===== src/rtl/button_event_gen_pkg.sv =====
// Shared state encoding for the key event generator; import this from any
// multi-button wrapper so every channel decodes state the same way.
package button_event_gen_pkg;

    typedef enum logic [1:0] {
        ST_IDLE   = 2'd0,
        ST_HELD   = 2'd1,
        ST_REPEAT = 2'd2
    } state_e;

endpackage


===== src/rtl/button_event_gen.sv =====
// Turns a debounced button level into press/release/repeat pulses and a
// long-press flag. All outputs are registered.
//
//   state     | meaning
//   ----------+-----------------------------------------------------------
//   ST_IDLE   | key up, waiting for level=1
//   ST_HELD   | key down, counting toward the hold threshold
//   ST_REPEAT | key held past threshold, long_press high, periodic repeats
module button_event_gen
    import button_event_gen_pkg::*;
#(
    parameter int HOLD_N   = 50_000_000,
    parameter int REPEAT_N = 10_000_000,
    parameter int K        = 26
) (
    input  logic clk,
    input  logic reset,
    input  logic level,
    input  logic repeat_en,
    output logic press_pulse,
    output logic release_pulse,
    output logic repeat_pulse,
    output logic long_press
);

    localparam logic [K-1:0] HOLD_TC   = K'(HOLD_N - 1);
    localparam logic [K-1:0] REPEAT_TC = K'(REPEAT_N - 1);

    state_e       state_q, state_d;
    logic [K-1:0] count_q, count_d;
    logic         press_pulse_q, press_pulse_d;
    logic         release_pulse_q, release_pulse_d;
    logic         repeat_pulse_q, repeat_pulse_d;
    logic         long_press_q, long_press_d;

    always_ff @(posedge clk or posedge reset) begin
        if (reset) begin
            state_q         <= ST_IDLE;
            count_q         <= '0;
            press_pulse_q   <= 1'b0;
            release_pulse_q <= 1'b0;
            repeat_pulse_q  <= 1'b0;
            long_press_q    <= 1'b0;
        end else begin
            state_q         <= state_d;
            count_q         <= count_d;
            press_pulse_q   <= press_pulse_d;
            release_pulse_q <= release_pulse_d;
            repeat_pulse_q  <= repeat_pulse_d;
            long_press_q    <= long_press_d;
        end
    end

    // Release is checked first in HELD/REPEAT so it wins over a threshold hit.
    always_comb begin
        state_d         = state_q;
        count_d         = count_q;
        press_pulse_d   = 1'b0;
        release_pulse_d = 1'b0;
        repeat_pulse_d  = 1'b0;
        long_press_d    = long_press_q;

        case (state_q)
            ST_IDLE: begin
                long_press_d = 1'b0;
                if (level) begin
                    state_d       = ST_HELD;
                    press_pulse_d = 1'b1;
                    count_d       = '0;
                end
            end
            ST_HELD: begin
                if (!level) begin
                    state_d         = ST_IDLE;
                    release_pulse_d = 1'b1;
                end else if (count_q == HOLD_TC) begin
                    state_d        = ST_REPEAT;
                    long_press_d   = 1'b1;
                    repeat_pulse_d = 1'b1;
                    count_d        = '0;
                end else begin
                    count_d = count_q + 1'b1;
                end
            end
            ST_REPEAT: begin
                if (!level) begin
                    state_d         = ST_IDLE;
                    release_pulse_d = 1'b1;
                    long_press_d    = 1'b0;
                end else if (count_q == REPEAT_TC) begin
                    // Counter keeps its phase even while repeats are masked.
                    count_d        = '0;
                    repeat_pulse_d = repeat_en;
                end else begin
                    count_d = count_q + 1'b1;
                end
            end
            default: begin
                state_d      = ST_IDLE;
                count_d      = '0;
                long_press_d = 1'b0;
            end
        endcase
    end

    assign press_pulse   = press_pulse_q;
    assign release_pulse = release_pulse_q;
    assign repeat_pulse  = repeat_pulse_q;
    assign long_press    = long_press_q;

endmodule


===== config.mk =====
export PLATFORM = sky130hd
export DESIGN_NAME = button_event_gen
export DESIGN_NICKNAME = d
export VERILOG_FILES = /design/src/rtl/button_event_gen_pkg.sv /design/src/rtl/button_event_gen.sv
export SDC_FILE = /design/constraint.sdc
export NUM_CORES = 1
export LEC_CHECK = 0
export ABC_AREA = 1
export CORE_MARGIN = 2
export CORE_UTILIZATION = 35
export DETAILED_ROUTE_END_ITERATION = 16
export PLACE_DENSITY_LB_ADDON = 0.08
export SYNTH_ARGS = -nofsm -noshare
export SYNTH_HDL_FRONTEND = slang
export SYNTH_SLANG_ARGS = --single-unit

===== constraint.sdc =====
create_clock -name clk -period 1.9 [get_ports clk]
set_clock_uncertainty 0.05 [all_clocks]
set_input_delay 0.19 -clock clk [delete_from_list [all_inputs] [get_ports clk]]
set_output_delay 0.19 -clock clk [all_outputs]
set_load 0.02 [all_outputs]

==> results.txt, run 1 <==
Period minus WS final - 1.76 ns
Worst-path clk slew - 0.07 ns
Initial Utilization - 36.5%
Number of synthesized register bits - 32
Final GP Congestion - 0.883
Slowest cell on crit path - dfrtp_1
Final hold viol count - 0
Leak pwr - 1.08 nW
Post-synth EDFFs - 0
Max clock buf depth - 2
Yosys warns - 0
Initial antenna violation count - 0
# diodes - 0
CTS Buf Count - 5
Post-synth top area cell - dfrtp_1
Critical Path Max Stage Delay - 0.37 ns
Vias/cell - 4.95
Pre-CTS WS - -0.0265 ns
Cell area after synthesis - 2170 um2
Gr ovfl total - 0
Drt pass-1 iters - 5
Slew margin rel. - 71.8%
Startpoint class of the critical path - register
Die area - 6860 um2
PnR worst setup slack - 0.140 ns
Top FF cell, synth - dfrtp_1
Final period utilization - 92.6%
Post-placement cell area - 2380 um2
Clock sink count - 32
Ys async rst share - 100%
RSZ-0062 raised after global routing - true
Core area - 5960 um2
Syn avg cell area - 7.06 um2
Skew-Pair Late Insertion Delay - 0.29 ns
Post-Syn Nets - 316
Status - finished, final reports clean
Crit path DAT - 1.93 ns
Starting DRT DRC Count - 130
Fin area - 2600 um2
Max FO, Critical Path - 10
Critical path data required time - 2.07 ns
Gate Count Post-Synth - 308
Fmax - 568 MHz
Vias post-DR - 2026
Number of port buffers - 7
Fin cells - 409
PwrDens - 928 nW/um2
Pins over their slew limit - 0
Largest net degree at the start of global routing - 33
Least-Margin Pin Slew - 0.423 ns
# Max-Cap Violations - 0
Layout cell share with drive strength beyond 1 - 18.0%
Post-DP HPWL - 4280 um
H-tree levels - 2
Kind of end point of the critical path - register
Synth cell types - 26
Die Ht - 82.8 um
Antenna violation net count after detailed routing - 0
WHS - 0.238 ns
Vias in the first global route - 1979
Placed cell count - 396
Synth top area share - 36.8%
First-pass GRT wire length - 9680 um
Area contributors post-synth - dfrtp_1, nand2_1, nand3_1
TritonCTS clock tree - built
Wire per inst - 14.0 um
# setup viols final - 0
Placement Rows - 28
VDD IR-drop max - 0.409 mV
Top cells by count, synth - nand2_1, nor2_1, inv_1, dfrtp_1, nand3_1
NumNets Final - 341
Final WL - 5710 um
Cell Chain, Critical Path - inv_1 > ha_1 > inv_1 > nand3_1 > nand2_2 > inv_2 > nor2_1 > nand2_1 > nand2_1 > nand2_1 > a21oi_1
IO Count - 8
Class of the worst hold path - in2async
Synthesis-to-layout area growth - 19.5%
Setup CP Type - reg2reg
Register area share after synthesis - 36.8%
Overall routing resource usage - 17.4%
DRC - 0
Critical Path Most Common Cell - nand2_1
Die span in x - 82.8 um
Clk root buf - clkbuf_8
Count leader, synth - nand2_1
[layout make-up]
type                       instances  area [um2]
clock buffer                       6        72.6
clock inverter                     2        35.0
inverter                          38         143
fill                             641        3360
tap                               75        93.8
sequential                        32         801
timing repair buffer              21         179
multi-input combinational        235        1270
[power breakdown]
| part | leakage, nW | internal, mW | switching [mW] | total [mW] |
|---|---|---|---|---|
| sequential | 0.442 | 0.727 | 0.0260 | 0.753 |
| combinational | 0.585 | 0.317 | 0.681 | 0.998 |
| clock | 0.0552 | 0.389 | 0.268 | 0.657 |
[worst paths after layout]
check	slack, ns	start	cells past startpoint	end
max in group asynchronous	1.25	reset	3	count_q[21]
min in group clk	0.43	repeat_en	3	repeat_pulse
max	0.14	state_q[0]	11	count_q[15]
min reg2reg	0.44	long_press	2	long_press
min	0.24	reset	3	count_q[3]
max reg2reg	0.14	state_q[0]	11	count_q[15]
[worst max-delay path: cells and delay by family, from the launching register on]
kind | cells | cell delay [ns]
AND/OR/NAND/NOR | 6 | 0.64
flip-flops | 1 | 0.37
buffers and inverters | 3 | 0.29
adder cells (fa/ha/maj) | 1 | 0.23
AO/OA/AOI/OAI | 1 | 0.11
[logic make-up after synthesis]
logic type / Yosys count / synth area share, %
DFF: 32 / 36.8
and+or+nand+nor: 183 / 38.0
buffers and inverters: 43 / 8.58
xor gates and xnor gates: 10 / 4.03
AOI/OAI and AO/OA: 36 / 10.2
adders and majority gates: 4 / 2.30
[per-stage QoR]
| stage | utilization, % | total power, mW | TNS, ns |
|---|---|---|---|
| 5_1_grt | 43.6 | 2.56 | -0.133 |
| 3_5_place_dp | 39.9 | 1.56 | -0.164 |
| 3_3_place_gp | 39.9 | 1.56 | -0.472 |
| 6_report | 43.6 | 2.41 | 0 |
| 2_1_floorplan | - | 1.37 | 0 |
| 4_1_cts | 41.7 | 2.23 | 0 |
[what timing repair did]
action,in CTS,in global routing
gates cloned,0,2
gates resized for setup,1,16
endpoints found under the setup margin,19,27
pin swaps,2,4
hold buffers,0,0
buffers inserted,0,3
[registers in the layout, summed over array words and instances (netlist names)]
signal and cells:
count_q 26, state_q 2, long_press 1, press_pulse 1
release_pulse 1, repeat_pulse 1
[cell usage in the layout (no fill, tap or decap), types with 2 or more instances in the layout]
cell type	synthesis	layout
xor2_1	7	7
inv_2	2	2
nor2_2	3	10
nand2_2	6	8
ha_1	4	3
nor2_1	41	33
nand2_8	1	4
clkdlybuf4s50_1	0	7
nor3_1	7	6
xnor2_1	3	3
nand3_1	32	32
dfrtp_1	32	32
clkbuf_8	0	5
nand2_1	79	77
a21oi_1	15	15
inv_1	36	36
buf_4	2	13
nand4_1	10	10
o21ai_0	9	9
nor2_4	1	2
a21oi_2	10	10
[per-layer routing]
layer  vias up  GRT usage, %  routed length (um)
met5         -             0                   0
met2        60          28.6                2680
met4         0          4.62                  73
li1       1039             -                   -
met1       919          23.0                2660
met3         8          4.08                 296
(Power assumes the default switching activity.)
==> run 2, diff against run 1 <==
--- a/config.mk
+++ b/config.mk
@@ -10,6 +10,7 @@
 export CORE_UTILIZATION = 35
 export DETAILED_ROUTE_END_ITERATION = 16
 export PLACE_DENSITY_LB_ADDON = 0.08
+export SETUP_SLACK_MARGIN = 0.3
 export SYNTH_ARGS = -nofsm -noshare
 export SYNTH_HDL_FRONTEND = slang
 export SYNTH_SLANG_ARGS = --single-unit
==> results.txt, run 2 (synthesized netlist as in run 1, its figures left out) <==
Status - finished, final reports clean
Starting DRT DRC Count - 85
Largest net degree at the start of global routing - 33
Die span in x - 82.8 um
CTS Hold Bufs - 0
Vias/cell - 4.94
Total Power - 2.86 mW
NumNets Final - 351
Wire per inst - 14.4 um
H-tree levels - 2
Die Ht - 82.8 um
FF-to-FF Start - count_q[0]
Number of port buffers - 7
GR peak layer - met2
Slew margin rel. - 72.4%
Class of the worst hold path - in2async
Skew-Pair Late Insertion Delay - 0.29 ns
Clk root buf - clkbuf_8
Initial Utilization - 36.5%
Gr ovfl total - 0
RSZ-0062 raised after global routing - true
Max reg flops - 26
PnR worst setup slack - 0.201 ns
Worst Reg-to-Reg Cells - 10
Met1 usage - 24.8%
Register bank with the most flops - count_q
Max FO, Critical Path - 5
Setup CP Type - reg2reg
Top flop regs - count_q: 26 flops, state_q: 2 flops
TritonCTS clock tree - built
Vias in the first global route - 2067
Reg2Reg Setup Slack - 0.20 ns
Layout cell share with drive strength beyond 1 - 32.3%
Clock sink count - 32
Kind of end point of the critical path - register
VDD IR-drop max - 0.556 mV
Grt met2 use - 31.7%
Final period utilization - 89.4%
Final WL - 6050 um
# Max-Cap Violations - 0
M3 GR Usage - 3.58%
Most frequent cells in the layout - nand2_1, dfrtp_1, inv_1
Drt pass-1 iters - 4
IO Count - 8
DRC - 0
Final hold viol count - 0
Initial antenna violation count - 0
CTS Buf Count - 5
Startpoint class of the critical path - register
Antenna violation net count after detailed routing - 0
Commonest non-fill, non-tap cell in the layout - nand2_1
Overall routing resource usage - 18.7%
Crit path DAT - 1.81 ns
Critical path data required time - 2.02 ns
Setup TNS - 0 ns
End of the worst register-to-register path - count_q[12]
Least-Margin Pin Slew - 0.414 ns
Leak pwr - 1.21 nW
Period minus WS final - 1.70 ns
Worst-path clk slew - 0.08 ns
Pins over their slew limit - 0
Vias post-DR - 2068
PwrDens - 969 nW/um2
Fmax - 589 MHz
Fin util - 49.5%
Final GP Congestion - 0.885
# setup viols final - 0
First-pass GRT wire length - 10400 um
Max clock buf depth - 2
# diodes - 0
Core area - 5960 um2
Pre-CTS WS - 0.0680 ns
Placement Rows - 28
Die area - 6860 um2
Synthesis-to-layout area growth - 35.8%
Post-DP HPWL - 4110 um
==> run 2: changes by cell type in the layout (fill, tap and decap cells not counted), sizes merged <==
cell,delta
buf,+7
nand2,+2
bufbuf,+1
bufinv,-1
clkinv,+1
==> run 2: power by group <==
group	leakage, nW	internal, mW	total [mW]	switching [mW]
sequential	0.440	0.727	0.760	0.0325
combinational	0.716	0.594	1.54	0.948
clock	0.0510	0.289	0.556	0.267
==> run 2: routing by layer <==
layer | vias up | share of wire [%] | routed length (um)
li1 | 1071 | - | -
met1 | 961 | 47 | 2850
met2 | 29 | 49 | 2960
met3 | 7 | 3.2 | 192
met4 | 0 | 0.88 | 53
met5 | - | 0 | 0
==> run 2: layout make-up <==
class                           instances  area [um2]
Timing Repair Buffer                   29         320
Inverter                               38         148
Multi-Input combinational cell        237        1490
Sequential cell                        32         802
Clock buffer                            6        82.6
Tap cell                               75        93.8
Clock inverter                          2        10.0
Fill cell                             602        3010
==> run 2: worst max-delay path by stage <==
stage / slack, ns / from / endpoint
floorplan: 0.30 / count_q[0] / count_q[12]
global placement: 0.07 / count_q[0] / count_q[14]
detailed placement: 0.07 / count_q[0] / count_q[13]
CTS: 0.20 / count_q[1] / count_q[13]
global route: 0.07 / count_q[0] / count_q[21]
finish: 0.20 / count_q[0] / count_q[12]
==> run 2: worst max-delay path, stage by stage (launching register included) <==
cell	delay, ns
dfrtp_1	0.37
ha_2	0.22
nand2_4	0.07
nor2_4	0.14
nand2_4	0.09
nor2_4	0.11
nand2_2	0.09
nand2_4	0.12
nand2_8	0.13
nand2_8	0.12
a21oi_2	0.05
==> run 2: repair_timing <==
item / CTS / global route
gates cloned: 5 / 0
pin swaps: 17 / 18
setup endpoints to repair: 28 / 29
resized for setup: 48 / 35
buffers inserted: 7 / 5
==> run 2: metrics by stage <==
stage,cell area [um2],cells,hold slack [ns]
after global routing,2950,419,0.290
after detailed placement,2380,394,0.435
final,2950,419,0.240
after global placement,2380,394,0.441
after floorplan,2190,308,0.206
after CTS,2770,414,0.260
